`src/rtl/fp16_group_aligner.sv`:
```
// ---------------------------------------------------------------------------
// fp16_group_aligner
//
// Front end of the MAC accumulate path. Collects a group of GROUP FP16
// products into a local buffer while tracking the group's maximum exponent.
// It then streams out one signed 19-bit fixed-point term per product, each
// aligned to that shared exponent.
//
// Term layout (as consumed by the final normalizer):
//   bit 18    : sign (two's complement)
//   bit 13    : leading one when the element's exponent equals the max
//   bits 12:3 : mantissa
//   bits 2:0  : guard / round / sticky region
//
// Ports:
//   i_clk      clock, rising edge
//   i_rst_n    asynchronous active-low reset
//   i_valid    input FP16 word valid
//   i_data     FP16 product {sign, exp[4:0], mant[9:0]}
//   o_ready    block accepts i_data this cycle (high while collecting)
//   o_valid    o_term valid (high while emitting)
//   i_ready    downstream accepts o_term
//   o_term     signed aligned term
//   o_max_exp  group maximum exponent, stable while emitting
//   o_last     marks the final term of a group
//   o_exc      group contained an Inf/NaN (exp == 31)
// ---------------------------------------------------------------------------
module fp16_group_aligner #(
    parameter int GROUP = 4,
    parameter int CNT_W = 4
) (
    input  logic        i_clk,
    input  logic        i_rst_n,
    input  logic        i_valid,
    input  logic [15:0] i_data,
    output logic        o_ready,
    output logic        o_valid,
    input  logic        i_ready,
    output logic [18:0] o_term,
    output logic [4:0]  o_max_exp,
    output logic        o_last,
    output logic        o_exc
);

    // Narrowest index that addresses exactly GROUP buffer entries.
    localparam int IDX_W = (GROUP > 1) ? $clog2(GROUP) : 1;

    typedef enum logic {
        ST_COLLECT,
        ST_EMIT
    } state_t;

    state_t           r_state;
    state_t           w_next_state;

    logic [15:0]      r_buf [GROUP];
    logic [CNT_W-1:0] r_idx;
    logic [4:0]       r_max_exp;
    logic             r_exc;

    logic             w_accept;
    logic             w_emit_hs;
    logic             w_is_last;
    logic [4:0]       w_in_exp;
    logic             w_in_normal;

    logic [15:0]      w_elem;
    logic             w_el_sign;
    logic [4:0]       w_el_exp;
    logic [9:0]       w_el_mant;
    logic             w_el_normal;
    logic [4:0]       w_shift;
    logic [18:0]      w_sig;
    logic [18:0]      w_lost_mask;
    logic [18:0]      w_shifted;
    logic             w_sticky;
    logic [18:0]      w_mag;
    logic [18:0]      w_term;

    assign w_accept    = (r_state == ST_COLLECT) && i_valid;
    assign w_emit_hs   = (r_state == ST_EMIT) && i_ready;
    assign w_is_last   = (r_idx == CNT_W'(GROUP - 1));
    assign w_in_exp    = i_data[14:10];
    assign w_in_normal = (w_in_exp != 5'd0) && (w_in_exp != 5'd31);

    // State register: the block alternates strictly between filling the
    // buffer and draining it, so there is never an accept and an emit in
    // the same cycle.
    always_ff @(posedge i_clk or negedge i_rst_n) begin
        if (!i_rst_n) begin
            r_state <= ST_COLLECT;
        end else begin
            r_state <= w_next_state;
        end
    end

    // Next-state: leave COLLECT on the GROUP-th accepted word, leave EMIT
    // on the handshake of the last term.
    always_comb begin
        w_next_state = r_state;
        case (r_state)
            ST_COLLECT: if (w_accept && w_is_last)  w_next_state = ST_EMIT;
            ST_EMIT:    if (w_emit_hs && w_is_last) w_next_state = ST_COLLECT;
            default:    w_next_state = ST_COLLECT;
        endcase
    end

    // Element index, running max exponent and exception flag. The max
    // update folds in the word accepted on the final collect cycle, so the
    // first emitted term already sees the complete group maximum. Specials
    // (zero/subnormal and Inf/NaN) never contribute to the maximum.
    always_ff @(posedge i_clk or negedge i_rst_n) begin
        if (!i_rst_n) begin
            r_idx     <= '0;
            r_max_exp <= 5'd0;
            r_exc     <= 1'b0;
        end else if (w_accept) begin
            r_idx <= w_is_last ? '0 : r_idx + 1'b1;
            if (w_in_normal && (w_in_exp > r_max_exp)) begin
                r_max_exp <= w_in_exp;
            end
            if (w_in_exp == 5'd31) begin
                r_exc <= 1'b1;
            end
        end else if (w_emit_hs) begin
            if (w_is_last) begin
                r_idx     <= '0;
                r_max_exp <= 5'd0;
                r_exc     <= 1'b0;
            end else begin
                r_idx <= r_idx + 1'b1;
            end
        end
    end

    // Group buffer. Contents are don't-care after reset because nothing is
    // read until a full group has been written, so it carries no reset.
    always_ff @(posedge i_clk) begin
        if (w_accept) begin
            r_buf[r_idx[IDX_W-1:0]] <= i_data;
        end
    end

    assign w_elem      = r_buf[r_idx[IDX_W-1:0]];
    assign w_el_sign   = w_elem[15];
    assign w_el_exp    = w_elem[14:10];
    assign w_el_mant   = w_elem[9:0];
    assign w_el_normal = (w_el_exp != 5'd0) && (w_el_exp != 5'd31);

    // The max never falls below any normal element's exponent, so this
    // difference cannot wrap for the elements that use it.
    assign w_shift     = r_max_exp - w_el_exp;
    assign w_sig       = {5'b0, 1'b1, w_el_mant, 3'b0};
    assign w_lost_mask = (19'd1 << w_shift) - 19'd1;
    assign w_shifted   = w_sig >> w_shift;
    assign w_sticky    = |(w_sig & w_lost_mask);

    // Alignment of the current element. From a shift of 14 upward the
    // whole significand lands below bit 0, leaving only the sticky bit.
    always_comb begin
        w_mag = 19'd0;
        if (w_el_normal) begin
            if (w_shift >= 5'd14) begin
                w_mag = 19'd1;
            end else begin
                w_mag = w_shifted | {18'b0, w_sticky};
            end
        end
        w_term = w_el_sign ? (19'd0 - w_mag) : w_mag;
    end

    assign o_ready   = (r_state == ST_COLLECT);
    assign o_valid   = (r_state == ST_EMIT);
    assign o_term    = (r_state == ST_EMIT) ? w_term : 19'd0;
    assign o_max_exp = r_max_exp;
    assign o_last    = (r_state == ST_EMIT) && w_is_last;
    assign o_exc     = (r_state == ST_EMIT) && r_exc;

endmodule

```
`config.mk`:
```
export PLATFORM = sky130hd
export DESIGN_NAME = fp16_group_aligner
export DESIGN_NICKNAME = d
export VERILOG_FILES = /design/src/rtl/fp16_group_aligner.sv
export SDC_FILE = /design/constraint.sdc
export NUM_CORES = 1
export LEC_CHECK = 0
export ABC_AREA = 0
export BUFFER_PORTS_ARGS = -buffer_cell sky130_fd_sc_hd__buf_2
export CAP_MARGIN = 20
export CORE_MARGIN = 1.5
export CORE_UTILIZATION = 37
export DETAILED_ROUTE_END_ITERATION = 12
export PLACE_DENSITY = 0.52
export SETUP_SLACK_MARGIN = 0.3
export SLEW_MARGIN = 10
export SYNTH_ARGS = -nofsm -noshare
export SYNTH_HDL_FRONTEND = slang
export SYNTH_SLANG_ARGS = --single-unit
```
`constraint.sdc`:
```
create_clock -name i_clk -period 6.7 [get_ports i_clk]
set_input_delay 1.005 -clock i_clk [delete_from_list [all_inputs] [get_ports i_clk]]
set_output_delay 1.005 -clock i_clk [all_outputs]
set_load 0.01 [all_outputs]
```
==> flow_summary_export.csv <==
group,metric,value,unit
synthesis,synth_cells,403,
cells_and_area,fin_nets,487,
timing,max_freq,0.164,GHz
timing,finalHoldViolCount,0,
global_route,grt_overflow,0,
clocking,cts_root_buffer,"clkbuf_16",
clocking,cts_tree,"built",
floorplanning,start_util,37.8,%
cells_and_area,antenna_cells,0,
timing,setup-violations-final,0,
route,top_layer,"met4",
global_route,grt_pass1_vias,3248,
timing,fin_worst_skew,9.57,ps
synthesis,ys_seq_area_share,48.4,%
synthesis,yosysMostFrequentCell,"edfxtp_1",
timing,setup_ws,619,ps
synthesis,synth_warnings,0,
global_route,grt_max_degree,21,
cells_and_area,drive_above_1_share,23.1,%
route,met3_length,478,um
hold_path,hp-class,"flop to flop",
setup_path,crit_fanout,11,
clocking,cts.sinks,75,
synthesis,synth_common_cells,"edfxtp_1, nand2_1, nor2_1",
synthesis,synth_area_per_cell,11.3,um^2
synthesis,synth_cell_type_count,66,
route,drt-total-wl,11000,um
setup_path,worstSetupPathType,"flop to output pin",
cells_and_area,fillers,1142,
placement,gp_congestion,0.831,
clocking,cts_buffer_depth,2,
global_route,grt_pass1_wl,17700,um
floorplanning,die_w,114,um
timing,fin_crit_sh,90.8,%
setup_path,end_kind,"output pin",
floorplanning,row_count,40,
placement,numPortBuffers,47,
clocking,cts_made_buffers,9,
clocking,htreeDepth,3,
timing,rsz0062_at_grt,"false",
floorplanning,die_h,114,um
synthesis,synth_top_area_share,42.3,%
route,drtPass1Iterations,5,
synthesis,netlist_area,4540,um^2
route,via_count,3397,
synthesis,synth.area.top_cells,"edfxtp_1, dfrtp_1, mux4_2, ha_1, nand2_1",
global_route,antenna_found_initial,0,
route,drc,0,
floorplanning,die_area,12900,um^2
placement,dp_slack,700,ps
route,first_iter_violations,239,
status,status,"finished, final reports clean",
route,ant_nets,0,
timing,fin_crit,6080,ps
setup_path,crit_arrival,5080,ps
floorplanning,io_pins,48,
clocking,clk_latency,330,ps
route,wl_met1,5070,um
global_route,grt_use_total,17.8,%
synthesis,syn_nets,438,
setup_path,crit_required,5690,ps
synthesis,synth_top_cell_by_area,"edfxtp_1",
timing,slew_viol_final,0,
synthesis,synth-edff-count,64,
synthesis,synth-seq-cells,75,
timing,setup_tns,0,ps
setup_path,cp-start-kind,"flop",
cells_and_area,area_growth,15.0,%
route,avgRoutedWirePerCell,18.3,um
clocking,clkTransAtPathRegs,60,ps
timing,max_slew_margin,34.2,%
synthesis,synth_flop_cell,"edfxtp_1",
floorplanning,core,12000,um^2
placement,dp.final_hpwl,7990,um
route,met2WireLength,5240,um
route,viasPerCell,5.64,
timing,worst_pin_slew,980,ps
run,maxCapViolations,0,
synthesis,async_flop_share,14.7,%
-- metrics by stage --
step | instances | hold WS [ps] | util, % | area [um^2]
floorplan | 403 | 460 | - | 4540
global placement | 585 | 480 | 41.0 | 4920
detailed placement | 585 | 493 | 41.0 | 4920
CTS | 599 | 503 | 43.3 | 5190
global route | 602 | 533 | 43.5 | 5230
finish | 602 | 502 | 43.5 | 5230
-- final cells by class --
cell class                      instances  area (um^2)  share of cell area [%]
Inverter                               17         67.6                    1.29
Clock inverter                          3         41.3                   0.790
Multi-Input combinational cell        291         2180                    41.8
Timing Repair Buffer                   58          318                    6.08
Sequential cell                        75         2200                    42.1
Clock buffer                           11          233                    4.45
Tap cell                              147          184                    3.52
-- registers in the layout (all words and copies together), names as in the netlist --
name and count:
r_buf 64, o_max_exp 5, r_idx 4, o_valid 1, r_exc 1
-- worst max-delay path, cell delays in order, from the launching register on --
cell	delay, ps
dfrtp_1	550
mux4_2	590
ha_1	230
fa_2	710
clkinvlp_4	220
mux2_2	350
nand2_1	80
o221ai_1	190
o31ai_1	330
a41oi_2	260
inv_1	140
ha_1	200
inv_1	100
a21oi_2	280
a21o_1	170
mux2i_1	190
buf_2	160
-- cells by family after synthesis --
group                      share of synthesized area, %
AOI/OAI and AO/OA                                  13.2
xor gates and xnor gates                           2.04
adders and majority gates                          4.30
buffers and inverters                              3.61
DFF                                                48.4
muxes                                              12.9
and+or+nand+nor                                    15.6
-- cell usage in the layout (no fill, tap or decap), types with 3 or more instances in the layout --
master	synthesis	final
a21o_1	3	3
a21oi_1	20	20
a31oi_1	4	4
and2_1	7	7
and3_1	4	4
buf_2	2	47
buf_4	0	11
clkbuf_16	0	9
dfrtp_1	11	10
edfxtp_1	64	64
ha_1	14	14
inv_1	17	16
mux2_2	8	8
mux2i_1	13	13
mux4_1	4	4
mux4_2	11	11
nand2_1	42	42
nand2b_1	3	3
nand3_1	9	9
nand4_1	3	3
nor2_1	37	37
nor2b_1	5	5
nor3_1	11	11
nor3b_1	3	3
o211ai_1	4	4
o21ai_0	23	22
o21ai_1	3	4
o221ai_1	3	3
o31ai_1	3	3
or3_1	6	6
xnor2_1	5	5
xor2_1	3	3
-- path summary, 6_finish.rpt --
check,start,endpoint,slack [ps],cells past startpoint
max in group asynchronous,i_rst_n,r_idx[1]$_DFFE_PN0P_,5920,1
min in group asynchronous,i_rst_n,o_max_exp[0]$_DFFE_PN0P_,540,1
min reg2reg,r_idx[3]$_DFFE_PN0P_,r_idx[3]$_DFFE_PN0P_,500,1
min,r_idx[3]$_DFFE_PN0P_,r_idx[3]$_DFFE_PN0P_,500,1
max,r_idx[0]$_DFFE_PN0P_,o_term[8],620,16
max reg2reg,r_idx[0]$_DFFE_PN0P_,r_buf[0][3]$_DFFE_PP_,4570,4
-- routing by layer --
layer  track usage (%)  up-vias
met3              2.60       15
met2              29.4      111
met5                 0        -
met1              23.9     1650
met4              6.50        0
li1                  -     1621
-- what timing repair did --
item	4_1_cts	5_1_grt
endpoints found under the hold margin	0	0
setup buffers	0	3
hold buffers	0	0
resized for setup	0	3
endpoints found under the setup margin	0	11
Power is not shown: default switching activity piles up to over one toggle a cycle in this logic, so the estimate is an artifact.
